## config.mk

```make
export PLATFORM = sky130hd
export DESIGN_NAME = attn_score_quantizer
export DESIGN_NICKNAME = d
export VERILOG_FILES = /design/src/rtl/attn_score_quantizer.sv
export SDC_FILE = /design/constraint.sdc
export NUM_CORES = 2
export LEC_CHECK = 0
export ABC_AREA = 0
export BUFFER_PORTS_ARGS = -buffer_cell sky130_fd_sc_hd__buf_2
export CAP_MARGIN = 10
export CELL_PAD_IN_SITES_DETAIL_PLACEMENT = 0
export CELL_PAD_IN_SITES_GLOBAL_PLACEMENT = 1
export CORE_ASPECT_RATIO = 0.75
export CORE_MARGIN = 5
export CORE_UTILIZATION = 50
export CTS_CLUSTER_SIZE = 40
export DETAILED_ROUTE_END_ITERATION = 6
export PLACE_DENSITY_LB_ADDON = 0.3
export SETUP_SLACK_MARGIN = 0.2
export SKIP_LAST_GASP = 1
export SYNTH_ARGS = -nofsm -noshare
export SYNTH_HDL_FRONTEND = slang
export SYNTH_SLANG_ARGS = --single-unit
```

## constraint.sdc

```tcl
create_clock -name clk -period 7.9 [get_ports clk]
set_clock_uncertainty 0.2 [all_clocks]
set_input_delay 0.79 -clock clk [delete_from_list [all_inputs] [get_ports clk]]
set_output_delay 0.79 -clock clk [all_outputs]
set_load 0.005 [all_outputs]
```

## src/rtl/attn_score_quantizer.sv

```systemverilog
// Attention score quantizer: scales raw QK^T accumulator scores, rounds, saturates to INT8
// and applies an optional causal mask, tagging each score with its row/col position.
module attn_score_quantizer #(
  parameter int ACC_WIDTH   = 32,
  parameter int DATA_WIDTH  = 8,
  parameter int SCALE_WIDTH = 16,
  parameter int MAX_SEQ_LEN = 16,
  localparam int IW = $clog2(MAX_SEQ_LEN)
) (
  input  logic                   clk,
  input  logic                   rst_n,
  input  logic                   start_i,
  input  logic [IW:0]            seq_len_i,
  input  logic [SCALE_WIDTH-1:0] scale_i,
  input  logic [4:0]             shift_i,
  input  logic                   causal_mask_i,
  input  logic [ACC_WIDTH-1:0]   in_data_i,
  input  logic                   in_valid_i,
  output logic                   in_ready_o,
  output logic [DATA_WIDTH-1:0]  out_data_o,
  output logic [IW-1:0]          out_row_o,
  output logic [IW-1:0]          out_col_o,
  output logic                   out_valid_o,
  input  logic                   out_ready_i,
  output logic                   busy_o,
  output logic                   done_o,
  output logic                   cfg_err_o,
  output logic [15:0]            sat_count_o
);
  localparam int PW = ACC_WIDTH + SCALE_WIDTH + 1;
  localparam logic signed [PW:0] QMAX = (PW+1)'((2**(DATA_WIDTH-1)) - 1);
  localparam logic signed [PW:0] QMIN = (PW+1)'(-(2**(DATA_WIDTH-1)));

  typedef enum logic [1:0] {IDLE, RUN, DRAIN, DONE} state_t;
  state_t state_q, state_d;

  logic [IW:0]            len_q, len_m1;
  logic [SCALE_WIDTH-1:0] scale_q;
  logic [4:0]             shift_q;
  logic                   causal_q;
  logic [IW-1:0]          row_q, col_q;
  logic [1:0]             vld_pipe_q;
  logic signed [PW-1:0]   s1_prod_q;
  logic [IW-1:0]          s1_row_q, s1_col_q;
  logic [DATA_WIDTH-1:0]  out_data_q;
  logic [IW-1:0]          out_row_q, out_col_q;
  logic [15:0]            sat_cnt_q;
  logic                   cfg_err_q;

  logic adv, in_fire, cfg_ok, start_ok, col_last, last_elem;
  logic signed [PW-1:0] acc_ext, scl_ext, prod_d;
  logic signed [PW:0]   wide, bias, rnd;
  logic                 sat_d, mask_d;
  logic [DATA_WIDTH-1:0] res_d;

  // One enable for the whole pipeline: everything moves only when the output slot frees up.
  assign adv       = !vld_pipe_q[1] || out_ready_i;
  assign in_fire   = in_valid_i && in_ready_o;
  assign cfg_ok    = (seq_len_i != '0) && (seq_len_i <= (IW+1)'(MAX_SEQ_LEN));
  assign start_ok  = (state_q == IDLE) && start_i && cfg_ok;
  assign len_m1    = len_q - (IW+1)'(1);
  assign col_last  = ({1'b0, col_q} == len_m1);
  assign last_elem = col_last && ({1'b0, row_q} == len_m1);

  always_ff @(posedge clk or negedge rst_n) begin
    if (!rst_n) state_q <= IDLE;
    else        state_q <= state_d;
  end

  always_comb begin
    state_d = state_q;
    case (state_q)
      IDLE:    if (start_ok) state_d = RUN;
      RUN:     if (in_fire && last_elem) state_d = DRAIN;
      DRAIN:   if (vld_pipe_q == '0) state_d = DONE;
      DONE:    state_d = IDLE;
      default: state_d = IDLE;
    endcase
  end

  always_comb begin
    busy_o     = (state_q != IDLE);
    done_o     = (state_q == DONE);
    in_ready_o = (state_q == RUN) && adv;
  end

  always_ff @(posedge clk or negedge rst_n) begin
    if (!rst_n) begin
      len_q    <= '0;
      scale_q  <= '0;
      shift_q  <= '0;
      causal_q <= 1'b0;
      row_q    <= '0;
      col_q    <= '0;
    end else if (start_ok) begin
      len_q    <= seq_len_i;
      scale_q  <= scale_i;
      shift_q  <= shift_i;
      causal_q <= causal_mask_i;
      row_q    <= '0;
      col_q    <= '0;
    end else if (in_fire) begin
      if (col_last) begin
        col_q <= '0;
        row_q <= row_q + IW'(1);
      end else begin
        col_q <= col_q + IW'(1);
      end
    end
  end

  always_comb begin
    acc_ext = PW'($signed(in_data_i));
    scl_ext = PW'({1'b0, scale_q});
    prod_d  = acc_ext * scl_ext;
    // One extra bit of headroom so the rounding bias can never wrap the sum.
    wide = {s1_prod_q[PW-1], s1_prod_q};
    bias = '0;
    if (shift_q != 5'd0) bias = (PW+1)'(1) << (shift_q - 5'd1);
    rnd   = (wide + bias) >>> shift_q;
    sat_d = 1'b0;
    res_d = rnd[DATA_WIDTH-1:0];
    if (rnd > QMAX) begin
      res_d = QMAX[DATA_WIDTH-1:0];
      sat_d = 1'b1;
    end else if (rnd < QMIN) begin
      res_d = QMIN[DATA_WIDTH-1:0];
      sat_d = 1'b1;
    end
    mask_d = causal_q && (s1_col_q > s1_row_q);
    if (mask_d) res_d = QMIN[DATA_WIDTH-1:0];
  end

  always_ff @(posedge clk or negedge rst_n) begin
    if (!rst_n) begin
      vld_pipe_q <= '0;
      s1_prod_q  <= '0;
      s1_row_q   <= '0;
      s1_col_q   <= '0;
      out_data_q <= '0;
      out_row_q  <= '0;
      out_col_q  <= '0;
    end else if (adv) begin
      vld_pipe_q <= {vld_pipe_q[0], in_fire};
      s1_prod_q  <= prod_d;
      s1_row_q   <= row_q;
      s1_col_q   <= col_q;
      out_data_q <= res_d;
      out_row_q  <= s1_row_q;
      out_col_q  <= s1_col_q;
    end
  end

  always_ff @(posedge clk or negedge rst_n) begin
    if (!rst_n) begin
      sat_cnt_q <= '0;
      cfg_err_q <= 1'b0;
    end else begin
      cfg_err_q <= (state_q == IDLE) && start_i && !cfg_ok;
      if (start_ok)
        sat_cnt_q <= '0;
      else if (adv && vld_pipe_q[0] && sat_d && !mask_d && (sat_cnt_q != 16'hFFFF))
        sat_cnt_q <= sat_cnt_q + 16'd1;
    end
  end

  assign out_data_o  = out_data_q;
  assign out_row_o   = out_row_q;
  assign out_col_o   = out_col_q;
  assign out_valid_o = vld_pipe_q[1];
  assign cfg_err_o   = cfg_err_q;
  assign sat_count_o = sat_cnt_q;
endmodule

```

======== Word-level counts from Yosys, hierarchy flattened ========
Cells that the tools add are included.
storage, ports and cells
  flip-flop bits (word level) ............. 129
  input port bits ......................... 64
  output and inout port bits .............. 37
  logic and storage cells ................. 83
operators by class
  add/subtract/negate cells ............... 6
  multiply operators ...................... 1
  $lt $le $gt $ge ......................... 4
  eq/ne operators ......................... 9
  shift-type cells ........................ 2
  multiplexer cells ....................... 18
  reduce and logical (&&, ||, !) cells .... 27
operator list
  operator                                               number
  adder 49 x 50 -> 50 bit                                1
  > comparator 50 x 8 -> 1 bit, second input constant    1
  < comparator 50 x 8 -> 1 bit, second input constant    1
  2-to-1 mux 50 bit                                      1
  left shift 1 x 5 -> 50 bit, first input constant       1
  >>> shifter 50 x 5 -> 50 bit                           1
  multiplier 32 x 17 -> 49 bit                           1
  2-to-1 mux 16 bit                                      2
  2-to-1 mux 4 bit                                       6
  2-to-1 mux 8 bit                                       3
  adder 16 x 1 -> 16 bit, second input constant          1
  != test 16 bit, second input constant                  1
  logical AND 1 bit                                      13
  equality test 4 x 5 -> 1 bit                           2
  nonzero test 5 bit                                     2
  subtractor 5 x 1 -> 5 bit, second input constant       2
  adder 4 x 1 -> 4 bit, second input constant            2
  case mux 2 bit (4 select lines)                        1
  nonzero test 2 bit                                     4
  2-to-1 mux 2 bit                                       3
  != test 2 bit, second input constant                   3
  less-or-equal comparator 5 bit, second input constant  1
  equality test 2 bit, second input constant             2
  > comparator 4 bit                                     1
  other kinds (7)                                        11

======== Logic depth before layout (Yosys ltp) ========
  depth after elaboration ................. 13
  gate-level depth with buffers ........... 30
  gate-level depth less buffers ........... 29

======== Least setup slack after synthesis ========
Ideal clock, no wire load.
  kind .................................... input -> register
  from .................................... input in_data_i[7]
  to ...................................... register s1_prod_q[41]
  library setup time ...................... 0.095 ns
  arrival time ............................ 7.371 ns
  data required time ...................... 7.605 ns
  slack ................................... 0.233 ns
  cell stages on the path ................. 26
  buffers on the path ..................... 1
  cell sequence ........................... clkbuf_1 nand2_1 fa_1 inv_1 fa_1 inv_1 fa_1 inv_1 fa_1 inv_1 fa_1 inv_1 fa_1 ha_1 o21ai_0 nand2b_1 o41ai_1 o31ai_1 a2111oi_0 o21ai_0 a41o_1 o21ai_0 nor3_1 o311a_1 o21a_1 o31ai_1
between the ends
  cells in the longest elaborated chain, start to end .. 1
RTL lines
  element                       RTL line  text
  start, declared               17        input logic [ACC_WIDTH-1:0] in_data_i,
  multiplier 32 x 17 -> 49 bit  115       prod_d = acc_ext * scl_ext;
  end signal, assigned          145       s1_prod_q <= prod_d;
  end, declared                 43        logic signed [PW-1:0] s1_prod_q;
No other way between the ends.
A chain may end at the register's enable or synchronous reset.

======== Worst setup path after layout ========
  from .................................... register scale_q[5]
  to ...................................... register s1_prod_q[46]
between the ends
  cells in the longest elaborated chain, start to end .. 1
RTL lines
  element                       RTL line  text
  start, declared               38        logic [SCALE_WIDTH-1:0] scale_q;
  start signal, assigned        97        scale_q <= scale_i;
  multiplier 32 x 17 -> 49 bit  115
No other way between the ends.

==> flow_summary.toml <==
[status]
status = "complete, but fails checks"
violations = "design-rule violations"

[drt]
drt-initial-drc-count = 2305
vias = 25892
route.detailed.drc = 7
vias_per_cell = 5.72
ant_nets = 0
wl_um = 89600
drt-pass1-iter-count = 7
avgRoutedWirePerCell_um = 19.8

[critical_path]
cp-startpoint = "scale_q[5]"
path_class = "reg -> reg"
crit_arrival_ps = 7550
rr_startpoint = "scale_q[5]"
worstSetupEndpointType = "flop"
worstRegToRegCells = 25
rr_endpoint = "s1_prod_q[46]"
r2r_slack_ps = 540
crit_path_start_kind = "flop"
worst_ep_required_time_ps = 8080
critPathMaxFanout = 19

[floorplanning]
die_y_um = 223
initial_core_util_pct = 50.3
num_rows = 78
die_w_um = 294
dieArea_um2 = 65700
io_pins = 101
core-area_um2 = 60200

[synthesis]
synthMuxAreaShare_pct = 3.70
ys_types = 98
syn_area_per_cell_um2 = 8.28
ys_ff_latch = 129
synthAdderAreaFrac_pct = 39.1
netlist_area_um2 = 30300
seq_area_frac_synth_pct = 10.7
synthSimpleGateAreaFrac_pct = 20.2
synth_edf_count = 0
ys.flop_type = "dfrtp_1"
async_flop_share_pct = 100
synth_nets = 4374
syn_inst = 3658
synth_compound_area_share_pct = 14.0
synth_xor_xnor_area_share_pct = 2.57
synth_warnings = 0
synth_top_family_by_area = "adder cells"

[clock_network]
cts_buffers = 17
htreeDepth = 4
clk_latency_ps = 490
cts-root-buf = "clkbuf_16"
clock_sinks = 129
cts_tree = "yes"
path_clk_slew_ps = 70
hold_buffers = 0
clockBufferDepth = 2

[timing]
fin_crit_ps = 7360
max_freq_mhz = 136
final.period_utilization_pct = 93.2
worstMarginPinSlew_ps = 938
finalMaxSlewViolations = 0
rsz0062_at_grt = "true"
setup_viol = 0
fin_ws_ps = 538
hold_violations = 0
relSlewSlack_pct = 37.5

[grt]
antenna_found_initial = 3
grt_max_degree = 67
grt_use_total_pct = 27.3
grt_overflow = 0
grt_pass1_vias = 25581
top_usage_layer = "met1"
grt_util_met1_pct = 42.3
grt_use_met2_pct = 39.3
grt_pass1_wl_um = 144000
grt_use_met3_pct = 6.57

[job]
cap_violations = 0

[final_layout]
syn_to_final_growth_pct = 8.48
nets = 4426
drive_gt1_share_pct = 10.2

[worst_hold_path]
hp-class = "in -> async"

[placed_design]
numPortBuffers = 100
place.gp.congestion = 0.981
hpwlAfterDp_um = 73900
pre_cts_ws_ps = -58.0
state kept, by name, summed over array words and instances, names as in the netlist:
signal       flops
cfg_err_o        1
len_q            5
s1_row_q         4
out_data_o       8
state_q          2
out_col_o        4
shift_q          5
s1_prod_q       49
vld_pipe_q       2
col_q            4
s1_col_q         4
scale_q         16
causal_q         1
sat_count_o     16
out_row_o        4
row_q            4
per-stage QoR:
stage                     hold slack [ps]  cells  utilization (%)  instance area (µm²)  setup TNS [ps]
final                                 118   4525             54.6                32900               0
after global routing                  157   4525             54.6                32900               0
after CTS                             118   4514             54.3                32700               0
after detailed placement              260   4482             53.2                32000           -58.0
after global placement                251   4482             53.2                32000               0
after floorplan                       245   3658                -                30300               0
cells by family after synthesis:
family	Yosys count
AO/OA/AOI/OAI	626
buffers and inverters	778
XOR/XNOR	89
other	1
AND/OR/NAND/NOR	1301
multiplexers	82
adder cells (fa/ha/maj)	652
flip-flops	129
cell usage after synthesis, types with 56 or more instances:
cell type | number | area share, %
nand2_1 | 623 | 7.7
inv_1 | 569 | 7.1
fa_1 | 490 | 32
and2_1 | 227 | 4.7
clkbuf_1 | 172 | 2.1
nor2_1 | 167 | 2.1
ha_1 | 162 | 6.7
a21oi_1 | 150 | 2.5
dfrtp_1 | 129 | 11
o21ai_0 | 114 | 1.9
nand3_1 | 61 | 1.0
xnor2_1 | 56 | 1.6
routing by layer:
layer	up-vias	part of all wire (%)
li1	12017	-
met1	12806	47
met2	991	43
met3	78	9.1
met4	0	1.3
met5	-	0
worst max-delay path by stage:
stage / to / slack (ps) / cells after the start
after floorplan: s1_prod_q[41] / 230 / 26
after global placement: s1_prod_q[46] / 70 / 26
after detailed placement: s1_prod_q[46] / -60 / 27
after CTS: s1_prod_q[46] / 220 / 27
after global routing: s1_prod_q[46] / 160 / 24
final: s1_prod_q[46] / 540 / 25
critical path, cell delays in order, from the launching register on:
cell,delay (ps)
dfrtp_2,510
buf_6,260
nand2_1,100
fa_1,490
inv_1,60
fa_1,530
inv_1,50
fa_1,550
fa_1,450
fa_1,550
inv_1,50
fa_1,470
ha_1,360
a21oi_1,110
buf_4,150
a311oi_2,320
nor2_1,100
o41a_1,400
a311oi_2,280
a21o_1,190
o211ai_1,150
o31ai_1,280
buf_4,160
o21ai_0,90
nor4b_1,170
a211oi_1,230
area by class of cell:
| type | instances | area (µm²) |
|---|---|---|
| Sequential cell | 129 | 3240 |
| Clock buffer | 17 | 425 |
| Timing Repair Buffer | 239 | 1650 |
| Fill cell | 5677 | 27400 |
| Multi-Input combinational cell | 2751 | 24200 |
| Tap cell | 800 | 1000 |
| Clock inverter | 15 | 214 |
| Inverter | 572 | 2150 |
| Antenna cell | 2 | 5.00 |
placed cells by master, fill, tap and decap left out, drive strengths merged, types with 33 or more instances in the layout:
cell and instances:
nand2 623, inv 578, fa 490, buf 238, and2 229, nor2 167, ha 162, a21oi 151
dfrtp 129, o21ai 127, nand3 62, xnor2 56, nor3 51, mux2i 41, a211oi 36, a21o 34
xor2 33
timing repair:
action,4_1_cts,5_1_grt
cloned,0,1
pin swaps,0,7
gates resized for setup,1,27
buffers inserted,0,8
setup endpoints to repair,1,35
Power is not shown: default switching activity piles up to over one toggle a cycle in this logic, so the estimate is an artifact.
